## src/rtl/user_stream_arbiter.sv

```systemverilog
// user_stream_arbiter: round-robin sharing of one output stream
// among NUM_REQ ap_vld/ap_ack producers, bounded bursts per grant.
module user_stream_arbiter #(
    parameter int NUM_REQ      = 4,
    parameter int PAYLOAD_BITS = 32,
    parameter int REQ_BITS     = 2,
    parameter int BURST_LEN    = 16
) (
    input  logic                            clk_user,
    input  logic                            reset,
    input  logic [NUM_REQ*PAYLOAD_BITS-1:0] din_req,
    input  logic [NUM_REQ-1:0]              vld_req,
    output logic [NUM_REQ-1:0]              ack_req,
    output logic [PAYLOAD_BITS-1:0]         dout,
    output logic                            vld_out,
    input  logic                            ack_out,
    output logic [REQ_BITS-1:0]             grant_id,
    output logic                            busy
);

    localparam int CNT_W = $clog2(BURST_LEN + 1);

    typedef enum logic {
        S_IDLE,
        S_GRANT
    } state_t;

    state_t                  state_q;
    logic                    busy_q;
    logic [REQ_BITS-1:0]     grant_q;
    logic [REQ_BITS-1:0]     last_q;
    logic [CNT_W-1:0]        cnt_q;
    logic [PAYLOAD_BITS-1:0] dout_q;
    logic                    vld_q;

    logic                    sel_vld;
    logic [PAYLOAD_BITS-1:0] sel_din;
    logic                    space;
    logic                    accept;
    logic                    last_beat;
    logic                    any_req;
    logic [REQ_BITS-1:0]     pick;
    logic [31:0]             scan;

    // Mux the granted requester's valid and data onto the output path
    always_comb begin
        sel_vld = 1'b0;
        sel_din = '0;
        for (int i = 0; i < NUM_REQ; i++) begin
            if (grant_q == REQ_BITS'(i)) begin
                sel_vld = vld_req[i];
                sel_din = din_req[i*PAYLOAD_BITS +: PAYLOAD_BITS];
            end
        end
    end

    assign space     = !vld_q || ack_out;
    assign accept    = (state_q == S_GRANT) && sel_vld && space;
    assign last_beat = (cnt_q == CNT_W'(BURST_LEN - 1));

    // Combinational handshake back to the granted producer only
    always_comb begin
        ack_req = '0;
        for (int i = 0; i < NUM_REQ; i++) begin
            ack_req[i] = accept && (grant_q == REQ_BITS'(i));
        end
    end

    // Cyclic search for the first requester after the last one served
    always_comb begin
        any_req = 1'b0;
        pick    = '0;
        scan    = '0;
        for (int k = 1; k <= NUM_REQ; k++) begin
            scan = (32'(last_q) + 32'(k)) % 32'(NUM_REQ);
            if (!any_req && vld_req[scan[REQ_BITS-1:0]]) begin
                any_req = 1'b1;
                pick    = scan[REQ_BITS-1:0];
            end
        end
    end

    // Grant FSM: arbitrate in IDLE, stream a bounded burst in GRANT
    always_ff @(posedge clk_user) begin
        if (reset) begin
            state_q <= S_IDLE;
            busy_q  <= 1'b0;
            grant_q <= '0;
            cnt_q   <= '0;
            last_q  <= REQ_BITS'(NUM_REQ - 1);
        end else begin
            unique case (state_q)
                S_IDLE: begin
                    if (any_req) begin
                        grant_q <= pick;
                        cnt_q   <= '0;
                        state_q <= S_GRANT;
                        busy_q  <= 1'b1;
                    end
                end
                S_GRANT: begin
                    if (accept) begin
                        cnt_q <= cnt_q + CNT_W'(1);
                        if (last_beat) begin
                            state_q <= S_IDLE;
                            busy_q  <= 1'b0;
                            last_q  <= grant_q;
                        end
                    end else if (!sel_vld) begin
                        state_q <= S_IDLE;
                        busy_q  <= 1'b0;
                        last_q  <= grant_q;
                    end
                end
            endcase
        end
    end

    // One-entry output register: load on accept, drain on ack_out
    always_ff @(posedge clk_user) begin
        if (reset) begin
            vld_q  <= 1'b0;
            dout_q <= '0;
        end else if (accept) begin
            vld_q  <= 1'b1;
            dout_q <= sel_din;
        end else if (ack_out) begin
            vld_q  <= 1'b0;
        end
    end

    assign dout     = dout_q;
    assign vld_out  = vld_q;
    assign grant_id = grant_q;
    assign busy     = busy_q;

endmodule

```

## config.mk

```make
export PLATFORM = sky130hd
export DESIGN_NAME = user_stream_arbiter
export DESIGN_NICKNAME = d
export VERILOG_FILES = /design/src/rtl/user_stream_arbiter.sv
export SDC_FILE = /design/constraint.sdc
export NUM_CORES = 1
export LEC_CHECK = 0
export BUFFER_PORTS_ARGS = -buffer_cell sky130_fd_sc_hd__buf_4
export CORE_MARGIN = 4
export CORE_UTILIZATION = 42
export CTS_CLUSTER_SIZE = 40
export DETAILED_ROUTE_END_ITERATION = 10
export PLACE_DENSITY = 0.79
export SLEW_MARGIN = 40
export SYNTH_ARGS = -nofsm -noshare
export SYNTH_HDL_FRONTEND = slang
export SYNTH_SLANG_ARGS = --single-unit
```

## constraint.sdc

```tcl
create_clock -name clk_user -period 2.6 [get_ports clk_user]
set_input_delay 0.52 -clock clk_user [delete_from_list [all_inputs] [get_ports clk_user]]
set_output_delay 0.52 -clock clk_user [all_outputs]
set_load 0.02 [all_outputs]
```

==> run metrics <==
status completed; Final Skew approximately 4.0 ps; Slew headroom 0.6779; CP Launch Type register; reg2reg setup slack 830 ps; Die Area 7497 um2; filler cell count 492; reg2reg start grant_id[0]; post-layout min period roughly 2300 ps; Syn Inst Count 266; Worst Path Max Fanout 6; Routed Antenna Nets 0; Tightest Hold Check Type reg -> reg; maximum vdd drop 318.6 uV; crit path kind reg -> out; pwr/cell area about 500 nW/um2; post-synthesis mux area share 0.3020; final setup fails 0; IO buf count 174; biggest area consumer among synthesized cells dfxtp_1; maximum buffer depth of the clock tree 2; register area share after synthesis 0.3396; async set or reset register ratio after synthesis 0; first-pass iteration count of the detailed router 5; initial DRC count 74; Post-CTS Hold Fix Bufs 0; CP Launch Point grant_id[0]; Core Footprint 5956 um2; WHS 456.9 ps; Worst-path clk slew 80 ps; Synth Cell Area 2594 um2; largest net degree at the start of global routing between 40 and 50; Final Hold Viols 0; Avg WL per Cell 16.46 um; Total Wirelength 8.312 mm; Post-CTS Setup Inserts 0; Nets 566; CP endpoint kind primary output; Synth Area in Adders 0.009648; Sink Count 44; worst path arrival time 1760 ps; Layout area overhead 54.17%; fin. max-slew vios 0; setup TNS 0 ps; FF-to-FF path depth 5; Mean Syn Cell Area 9.751 um2; Overall Global Routing Usage 0.2165; vias in the first global route 2780; share of post-route cells with drive strength above 1 0.5186; TritonCTS Buffers 5; Leakage roughly 0.0017 uW; H-Tree Depth 2; die height about 87 um; worst skew pair latency 280 ps; CTS tree done; FF+latch count, synth 44; Final HPWL DP 6.515 mm; main flop type after synthesis dfxtp_1; crit share post-route 0.8758; Synth Area in XOR/XNOR 0.006753; distinct cell type count after synthesis 35; via/cell ratio 5.311; Critical path destination ack_req[3]; Yosys top cell area share 0.3396; Std-Cell Rows 28; largest family of logic cells by synthesized area multiplexers; Synth Area in Compound Gates 0.1124; # diodes 0; RR Endpoint cnt_q[1]; max-cap violation count 0; GP Congestion 0.8198; number of flops mapped to enable cells by yosys 0; total grt overflow 0; first-pass GRT wire length 12.90 mm; IO Pins 175; die width 86.59 um; synth top area cells dfxtp_1 (34%), mux4_2 (29%), nand2_1 (10%); drc violations 0; clk root buf clkbuf_8; CP required 2080 ps; Max Fclk 439.1 MHz; Post-Synth Simple-Gate Area 0.1688; via count 2682; yosys warns 0; syn_nets 403; post-CTS resize count 0; RSZ-0062 raised after global routing no; Initial Utilization 0.4355; initial antenna violation count 0; Worst-Margin Slew 483.1 ps
==> where the power goes <==
group	leakage, uW	total, uW	internal (uW)	switching [uW]
Combinational	0.00133	716	394	321
Clock	0.0000552	501	285	215
Sequential	0.000360	775	730	44.9
Total	0.00175	1990	1410	582
==> cells in the mapped netlist (3+ instances only) <==
library cell and number:
nand2_1 71, dfxtp_1 44, a21oi_1 38, mux4_2 33
clkbuf_1 9, nor2_1 8, buf_6 6, buf_2 5
and3_1 4, inv_1 4, mux2i_1 4, nand2b_1 4
nor3_1 4, nand3_1 3
==> critical path, stage by stage, from the launching register on <==
cell     delay [ps]
dfxtp_2         360
mux4_2          570
and3_1          210
and3_1          180
buf_4           150
==> layout by cell type, fill, tap and decap left out, types with 2 or more instances in the layout <==
cell type,instances
dfxtp_1,42
xor2_1,2
dfxtp_2,2
nor4_1,2
a31oi_1,2
mux4_2,33
o221ai_1,2
nand2_1,71
inv_1,4
o22ai_1,2
nor2_1,8
a21oi_1,38
o21ai_0,2
nand3_1,3
and3_1,4
clkbuf_8,5
buf_4,179
nor3_1,4
nand2b_1,4
ha_1,2
nand4_1,2
mux2i_1,4
==> layer usage <==
layer	wire (um)	vias up	track usage
met4	168	0	0.06657
met1	2901	1262	0.2261
met3	777	19	0.06084
met2	4465	109	0.4145
li1	-	1292	-
met5	0	-	0
==> worst min path at each step <==
stage / cells after the start / end / from / slack (ps)
2_1_floorplan: 2 / cnt_q[4] / cnt_q[4] / 450
3_3_place_gp: 2 / dout[0] / dout[0] / 440
3_5_place_dp: 2 / dout[21] / dout[21] / 450
4_1_cts: 2 / dout[21] / dout[21] / 460
5_1_grt: 2 / dout[5] / dout[5] / 480
6_report: 2 / dout[26] / dout[26] / 460
==> area by class of cell <==
| class | instances | area [um2] | area share |
|---|---|---|---|
| clock buffer | 6 | 72.57 | 0.01815 |
| multi-input combinational | 195 | 1555 | 0.3889 |
| tap | 75 | 93.84 | 0.02347 |
| timing repair buffer | 179 | 1344 | 0.3360 |
| clock inverter | 2 | 35.03 | 0.008761 |
| inverter | 4 | 15.01 | 0.003755 |
| sequential | 44 | 883.3 | 0.2209 |
==> registers in the layout, summed over array words and instances, names as in the netlist <==
name and cells:
vld_out 1, busy 1, dout 32, grant_id 2, cnt_q 5, state_q 1, last_q 2
==> metrics by stage <==
step | std cells | utilization | setup slack, ps | total power [uW] | area, um2
4_1_cts | 505 | 0.6714 | 282.3 | 2018 | 3999
3_5_place_dp | 497 | 0.6534 | 346.0 | 1513 | 3891
2_1_floorplan | 266 | - | 254.2 | 1222 | 2594
3_3_place_gp | 497 | 0.6534 | 352.4 | 1495 | 3891
5_1_grt | 505 | 0.6714 | 129.5 | 2101 | 3999
6_report | 505 | 0.6714 | 322.8 | 1992 | 3999
==> cells by family after synthesis <==
family,Yosys count
and+or+nand+nor,102
AOI/OAI and AO/OA,52
DFF,44
muxes,37
buffers and inverters,27
xor gates and xnor gates,2
adders and majority gates,2
Note: power is estimated with default switching activity, not from simulation.
